`src/rtl/mem_if_pkg.sv`:
```
// Shared types and constants for the store buffer sitting in front of the Memory port.
package mem_if_pkg;

    localparam int ADDR_W_DEF = 32;
    localparam int DATA_W_DEF = 32;
    localparam int WORD_OFS   = 2;

    typedef enum logic {
        SB_RUN,
        SB_FLUSH
    } sb_state_t;

    typedef struct packed {
        logic [ADDR_W_DEF-1:0] addr;
        logic [DATA_W_DEF-1:0] data;
    } sb_entry_t;

endpackage

```
`src/rtl/sb_match.sv`:
```
// Combinational search for the youngest buffered store whose word address matches a load.
module sb_match #(
    parameter int DEPTH = 4,
    parameter int TAG_W = 30,
    localparam int PTR_W = $clog2(DEPTH),
    localparam int CNT_W = PTR_W + 1
) (
    input  logic [DEPTH-1:0][TAG_W-1:0] tags_i,
    input  logic [PTR_W-1:0]            head_i,
    input  logic [CNT_W-1:0]            count_i,
    input  logic [TAG_W-1:0]            key_i,
    output logic                        hit_o,
    output logic [PTR_W-1:0]            idx_o
);

    always_comb begin
        hit_o = 1'b0;
        idx_o = '0;
        // Walk from head towards tail so the last match kept is the youngest store.
        for (int i = 0; i < DEPTH; i++) begin
            if ((CNT_W'(i) < count_i) && (tags_i[head_i + PTR_W'(i)] == key_i)) begin
                hit_o = 1'b1;
                idx_o = head_i + PTR_W'(i);
            end
        end
    end

endmodule

```
`src/rtl/store_buffer.sv`:
```
// Store FIFO between the CPU MEM stage and Memory; owns the single Memory port.
// Load forwarding from queued stores is built only when STORE_BUF_FWD_EN is defined.
module store_buffer
    import mem_if_pkg::*;
#(
    parameter int DEPTH  = 4,
    parameter int ADDR_W = ADDR_W_DEF,
    parameter int DATA_W = DATA_W_DEF
) (
    input  logic              clock,
    input  logic              reset_n,
    input  logic              cpu_valid,
    input  logic              cpu_we,
    input  logic [ADDR_W-1:0] cpu_addr,
    input  logic [DATA_W-1:0] cpu_wdata,
    output logic              cpu_ready,
    output logic              cpu_rvalid,
    output logic [DATA_W-1:0] cpu_rdata,
    input  logic              flush,
    output logic              empty,
    output logic [ADDR_W-1:0] mem_address,
    output logic              mem_read,
    output logic              mem_write,
    output logic [DATA_W-1:0] mem_wdata,
    input  logic [DATA_W-1:0] mem_rdata
);

    localparam int PTR_W = $clog2(DEPTH);
    localparam int CNT_W = PTR_W + 1;
    localparam logic [ADDR_W-1:0] WORD_MASK = ~ADDR_W'((1 << WORD_OFS) - 1);

    sb_state_t          state_q, state_d;
    sb_entry_t          entries_q [DEPTH];
    sb_entry_t          headEntry;
    logic [PTR_W-1:0]   head_q, head_d, tail_q, tail_d;
    logic [CNT_W-1:0]   count_q, count_d;
    logic               rvalid_q;
    logic [DATA_W-1:0]  rdata_q, rdata_d;
    logic [ADDR_W-1:0]  alignedAddr;
    logic               full, loadReady, storeAccept, loadAccept, loadMiss, drain;

    assign alignedAddr = cpu_addr & WORD_MASK;
    assign full        = (count_q == CNT_W'(DEPTH));
    assign empty       = (count_q == '0);
    assign headEntry   = entries_q[head_q];
    assign cpu_rvalid  = rvalid_q;
    assign cpu_rdata   = rdata_q;

`ifdef STORE_BUF_FWD_EN
    logic [DEPTH-1:0][ADDR_W-WORD_OFS-1:0] tags;
    logic                                  loadHit;
    logic [PTR_W-1:0]                      hitIdx;

    always_comb begin
        for (int i = 0; i < DEPTH; i++) begin
            tags[i] = entries_q[i].addr[ADDR_W-1:WORD_OFS];
        end
    end

    sb_match #(
        .DEPTH (DEPTH),
        .TAG_W (ADDR_W - WORD_OFS)
    ) u_match (
        .tags_i  (tags),
        .head_i  (head_q),
        .count_i (count_q),
        .key_i   (alignedAddr[ADDR_W-1:WORD_OFS]),
        .hit_o   (loadHit),
        .idx_o   (hitIdx)
    );

    assign loadReady = 1'b1;
    assign loadMiss  = loadAccept & ~loadHit;
`else
    // Without forwarding a load must wait until every older store is in Memory.
    assign loadReady = empty;
    assign loadMiss  = loadAccept;
`endif

    always_comb begin
        state_d   = state_q;
        cpu_ready = 1'b0;
        unique case (state_q)
            SB_RUN: begin
                cpu_ready = cpu_we ? ~full : loadReady;
                if (flush) state_d = SB_FLUSH;
            end
            SB_FLUSH: begin
                if (empty && !flush) state_d = SB_RUN;
            end
            default: state_d = SB_RUN;
        endcase
    end

    assign storeAccept = cpu_valid & cpu_ready & cpu_we;
    assign loadAccept  = cpu_valid & cpu_ready & ~cpu_we;
    assign drain       = ~loadMiss & ~empty;

    // A load miss owns the port; otherwise the oldest store drains.
    always_comb begin
        mem_read    = 1'b0;
        mem_write   = 1'b0;
        mem_address = '0;
        mem_wdata   = '0;
        if (loadMiss) begin
            mem_read    = 1'b1;
            mem_address = alignedAddr;
        end else if (drain) begin
            mem_write   = 1'b1;
            mem_address = headEntry.addr[ADDR_W-1:0];
            mem_wdata   = headEntry.data[DATA_W-1:0];
        end
    end

    always_comb begin
        head_d  = drain ? head_q + PTR_W'(1) : head_q;
        tail_d  = storeAccept ? tail_q + PTR_W'(1) : tail_q;
        count_d = count_q;
        if (storeAccept && !drain) count_d = count_q + CNT_W'(1);
        if (!storeAccept && drain) count_d = count_q - CNT_W'(1);
        rdata_d = rdata_q;
        if (loadAccept) begin
`ifdef STORE_BUF_FWD_EN
            rdata_d = loadHit ? entries_q[hitIdx].data[DATA_W-1:0] : mem_rdata;
`else
            rdata_d = mem_rdata;
`endif
        end
    end

    always_ff @(posedge clock or negedge reset_n) begin
        if (!reset_n) begin
            state_q  <= SB_RUN;
            head_q   <= '0;
            tail_q   <= '0;
            count_q  <= '0;
            rvalid_q <= 1'b0;
            rdata_q  <= '0;
        end else begin
            state_q  <= state_d;
            head_q   <= head_d;
            tail_q   <= tail_d;
            count_q  <= count_d;
            rvalid_q <= loadAccept;
            rdata_q  <= rdata_d;
        end
    end

    // Entry storage needs no reset: count/pointers define which slots are live.
    always_ff @(posedge clock) begin
        if (storeAccept) begin
            entries_q[tail_q] <= '{addr: ADDR_W_DEF'(alignedAddr), data: DATA_W_DEF'(cpu_wdata)};
        end
    end

endmodule
```
`config.mk`:
```
export PLATFORM = sky130hd
export DESIGN_NAME = store_buffer
export DESIGN_NICKNAME = d
export VERILOG_FILES = /design/src/rtl/mem_if_pkg.sv /design/src/rtl/sb_match.sv /design/src/rtl/store_buffer.sv
export SDC_FILE = /design/constraint.sdc
export NUM_CORES = 1
export LEC_CHECK = 0
export ABC_AREA = 1
export CAP_MARGIN = 20
export CORE_ASPECT_RATIO = 1.1
export CORE_UTILIZATION = 53
export DETAILED_ROUTE_END_ITERATION = 16
export PLACE_DENSITY = 0.87
export REMOVE_ABC_BUFFERS = 1
export SYNTH_ARGS = -nofsm -noshare
export SYNTH_HDL_FRONTEND = slang
export SYNTH_SLANG_ARGS = --single-unit
export TNS_END_PERCENT = 5
```
`constraint.sdc`:
```
create_clock -name clock -period 4.71 [get_ports clock]
set_input_delay 0.471 -clock clock [delete_from_list [all_inputs] [get_ports clock]]
set_output_delay 0.471 -clock clock [all_outputs]
set_load 0.1 [all_outputs]
```
==> results.md <==
- Overflow after GRT: 0
- Layout net count: between 1000 and 1500
- PortBufs: ~200
- Max-cap violation count: 0
- Worst-path clk slew: roughly 70 ps
- Worst min path class: in -> async
- Reg2Reg Depth: 6
- Initial antenna violation count: 0
- Die Y: 158 um
- Tmin final: ~3700 ps
- Die W: around 140 um
- Warnings, synthesis: 0
- Total Routing Usage GR: 0.232
- # diodes: 0
- FP Rows: 56
- H-Tree Level Count: 1
- Clock skew: 23.1 ps
- Worst-path maximum fanout: 23
- Syn Inst Count: around 1000
- Status: complete, no violations
- Critical path launch point type: flip-flop
- Crit path max-delay family: buffers and inverters
- CP cell instances: nor2_1 -> nand2_2 -> clkinv_1 -> buf_4 -> a21oi_1 -> buf_4
- Global-route wire length before repair: 40100 um
- # setup viols final: 0
- Ranking of synthesized cells by area: edfxtp_1 64%, dfrtp_1 8.8%, nor2_1 7.2%, o21ai_0 5.9%, nand2_1 4.3%
- Post-CTS Hold Buffers: 0
- Worst reg2reg endpoint: entries_q[2][30]$_DFFE_PP_
- Post-Route Utilization: 0.680
- DR vias/cell: around 5.5
- Core box area: 21400 sq um
- Synth Flop Type: edfxtp_1
- Library cells used by synthesis: 27
- Crit-path max cell delay: about 850 ps
- Seq/Total Area, Yosys: 0.727
- Fin crit share: 0.781
- WL final: ~27000 um
- Slew Viols, Final: 0
- Critical path data arrival time: between 3000 and 4000 ps
- Crit path capture type: primary output
- Starting density of the core: 0.544
- DRC: 0
- Avg Cell Area, Syn: approximately 12 sq um
- Post-place setup slack: around 1500 ps
- Fmax: approximately 270 MHz
- R2r setup slk: ~1700 ps
- Root Driver: clkbuf_16
- Area grow syn2layout: 25.0%
- Critical-path top delay cell: clkinv_1
- FF+latch count, synth: around 290
- Unrepaired setup endpoints after global routing: false
- Worst Slack Setup Final: 1030 ps
- Total I/O pin count: 202
- Fin Setup TNS: 0 ps
- Layout cells sized above 1: 0.113
- Clk sink count: 289
- CTS tree: done
- Detail Placement HPWL: between 10000 and 15000 um
- WS Path Type: reg -> out
- Final Hold Viols: 0
- CP most frequent cell: buf_4
- Post-CTS sizing: 0
- RR Startpoint: count_q[0]$_DFFE_PN0P_
- Antenna Violating Nets Remaining: 0
- WHS: about 85 ps
- Setup bufs post-CTS: 0
- Worst slew pin tran: just over 1000 ps
- DRT iter0 DRCs: between 500 and 600
- Post-synth top cells: 248 x edfxtp_1, 223 x nor2_1, 138 x o21ai_0, 135 x nand2_1, 64 x nand3_1
- DIE AREA: ~23000 sq um
- Clock Latency Late Sink: 530 ps
- Number of flops mapped to enable cells by yosys: about 250
- Most instantiated library cell after synthesis: edfxtp_1
- GP Congestion: between 0.7 and 0.8
- Top cell type's share of synthesized area: 0.639
- Rel. slew slack: 0.309
- Area leader, netlist: edfxtp_1
- Synth Cell Area: ~12000 sq um
- Async SR Flop Fraction: 0.142
- CTS buffer count: 27
- Drt pass-1 iters: 4
- Number of global-route vias before repair: 7998
- Largest net degree at the start of global routing: 94
- Worst EP required: ~4200 ps
- Vias: between 8000 and 9000
- CP bufs+invs: 3
- Routed length per placed instance: 17.9 um
- Clock tree buffer depth: 3
==> area by class of cell <==
| cell class | count | area (sq um) |
|---|---|---|
| Fill cell | 1501 | 6860 |
| Timing Repair Buffer | 210 | 1940 |
| Multi-Input combinational cell | 629 | 2830 |
| Sequential cell | 289 | 8480 |
| Inverter | 18 | 68.8 |
| Tap cell | 290 | 363 |
| Clock inverter | 10 | 58.8 |
| Clock buffer | 40 | 838 |
==> worst reg2reg max path, stage by stage, from the launching register on <==
cell and delay [ps]:
dfrtp_1 410, nor2_1 180, nand2_2 280, nand2_1 200
nand4_1 480, nor2_4 680, buf_4 470
==> routing by layer <==
metal,routed length [um],vias to the layer above,GRT usage
li1,-,3810,-
met3,2390,32,0.0572
met2,13500,331,0.424
met1,10300,3976,0.271
met5,0,-,0
met4,410,0,0.0628
==> worst max path at each step <==
stage                                       from                          to  slack (ps)  depth (start not counted)
after floorplan           count_q[0]$_DFFE_PN0P_                mem_wdata[0]        -230                          4
after global placement                    cpu_we  entries_q[2][12]$_DFFE_PP_        1540                          6
after detailed placement                  cpu_we  entries_q[2][12]$_DFFE_PP_        1480                          6
after CTS                 count_q[0]$_DFFE_PN0P_               mem_wdata[21]        1020                          6
after global routing       head_q[0]$_DFFE_PN0P_             mem_address[26]         870                          7
final                     count_q[0]$_DFFE_PN0P_               mem_wdata[19]        1030                          6
==> state kept, by name, indices dropped and copies added (netlist names) <==
register	flops
cpu_rdata	32
count_q	3
entries_q	248
tail_q	2
head_q	2
state_q	1
cpu_rvalid	1
==> cells by family after synthesis <==
logic type               count (synthesis)  synth area share
buffers and inverters                   81            0.0338
flip-flops                             289             0.727
AO/OA/AOI/OAI                          190            0.0818
adder cells (fa/ha/maj)                  6           0.00708
XOR/XNOR                                 4           0.00300
other                                    1          0.000322
AND/OR/NAND/NOR                        427             0.147
==> layout by cell type, fill, tap and decap left out <==
cell type        instances
inv_4                    2
nand2_2                  1
inv_6                    1
clkdlybuf4s50_1        132
conb_1                   2
nand3_1                 64
clkbuf_1                 5
o21bai_1                 1
o21ai_1                 18
inv_1                   15
buf_2                    1
fa_1                     1
nand4_2                  1
nand4_1                  1
nor2_8                   1
o21ai_0                138
ha_1                     5
a21oi_1                 33
clkbuf_16               30
inv_2                    1
dfrtp_4                  2
nor2_1                 219
clkinvlp_4               1
xor2_1                   3
edfxtp_1               248
nor2_4                   4
clkbuf_8                 5
buf_12                   3
nand3_2                  1
nand2_1                135
clkinv_1                 1
dfrtp_1                 39
buf_4                   74
clkinv_2                 7
xnor2_1                  1
==> stage by stage <==
step	instances	cell area (sq um)
finish	1486	14600
floorplan	936	11300
global route	1486	14600
detailed placement	1436	13700
global placement	1436	13700
CTS	1486	14600
Power is not shown: default switching activity piles up to over one toggle a cycle in this logic, so the estimate is an artifact.
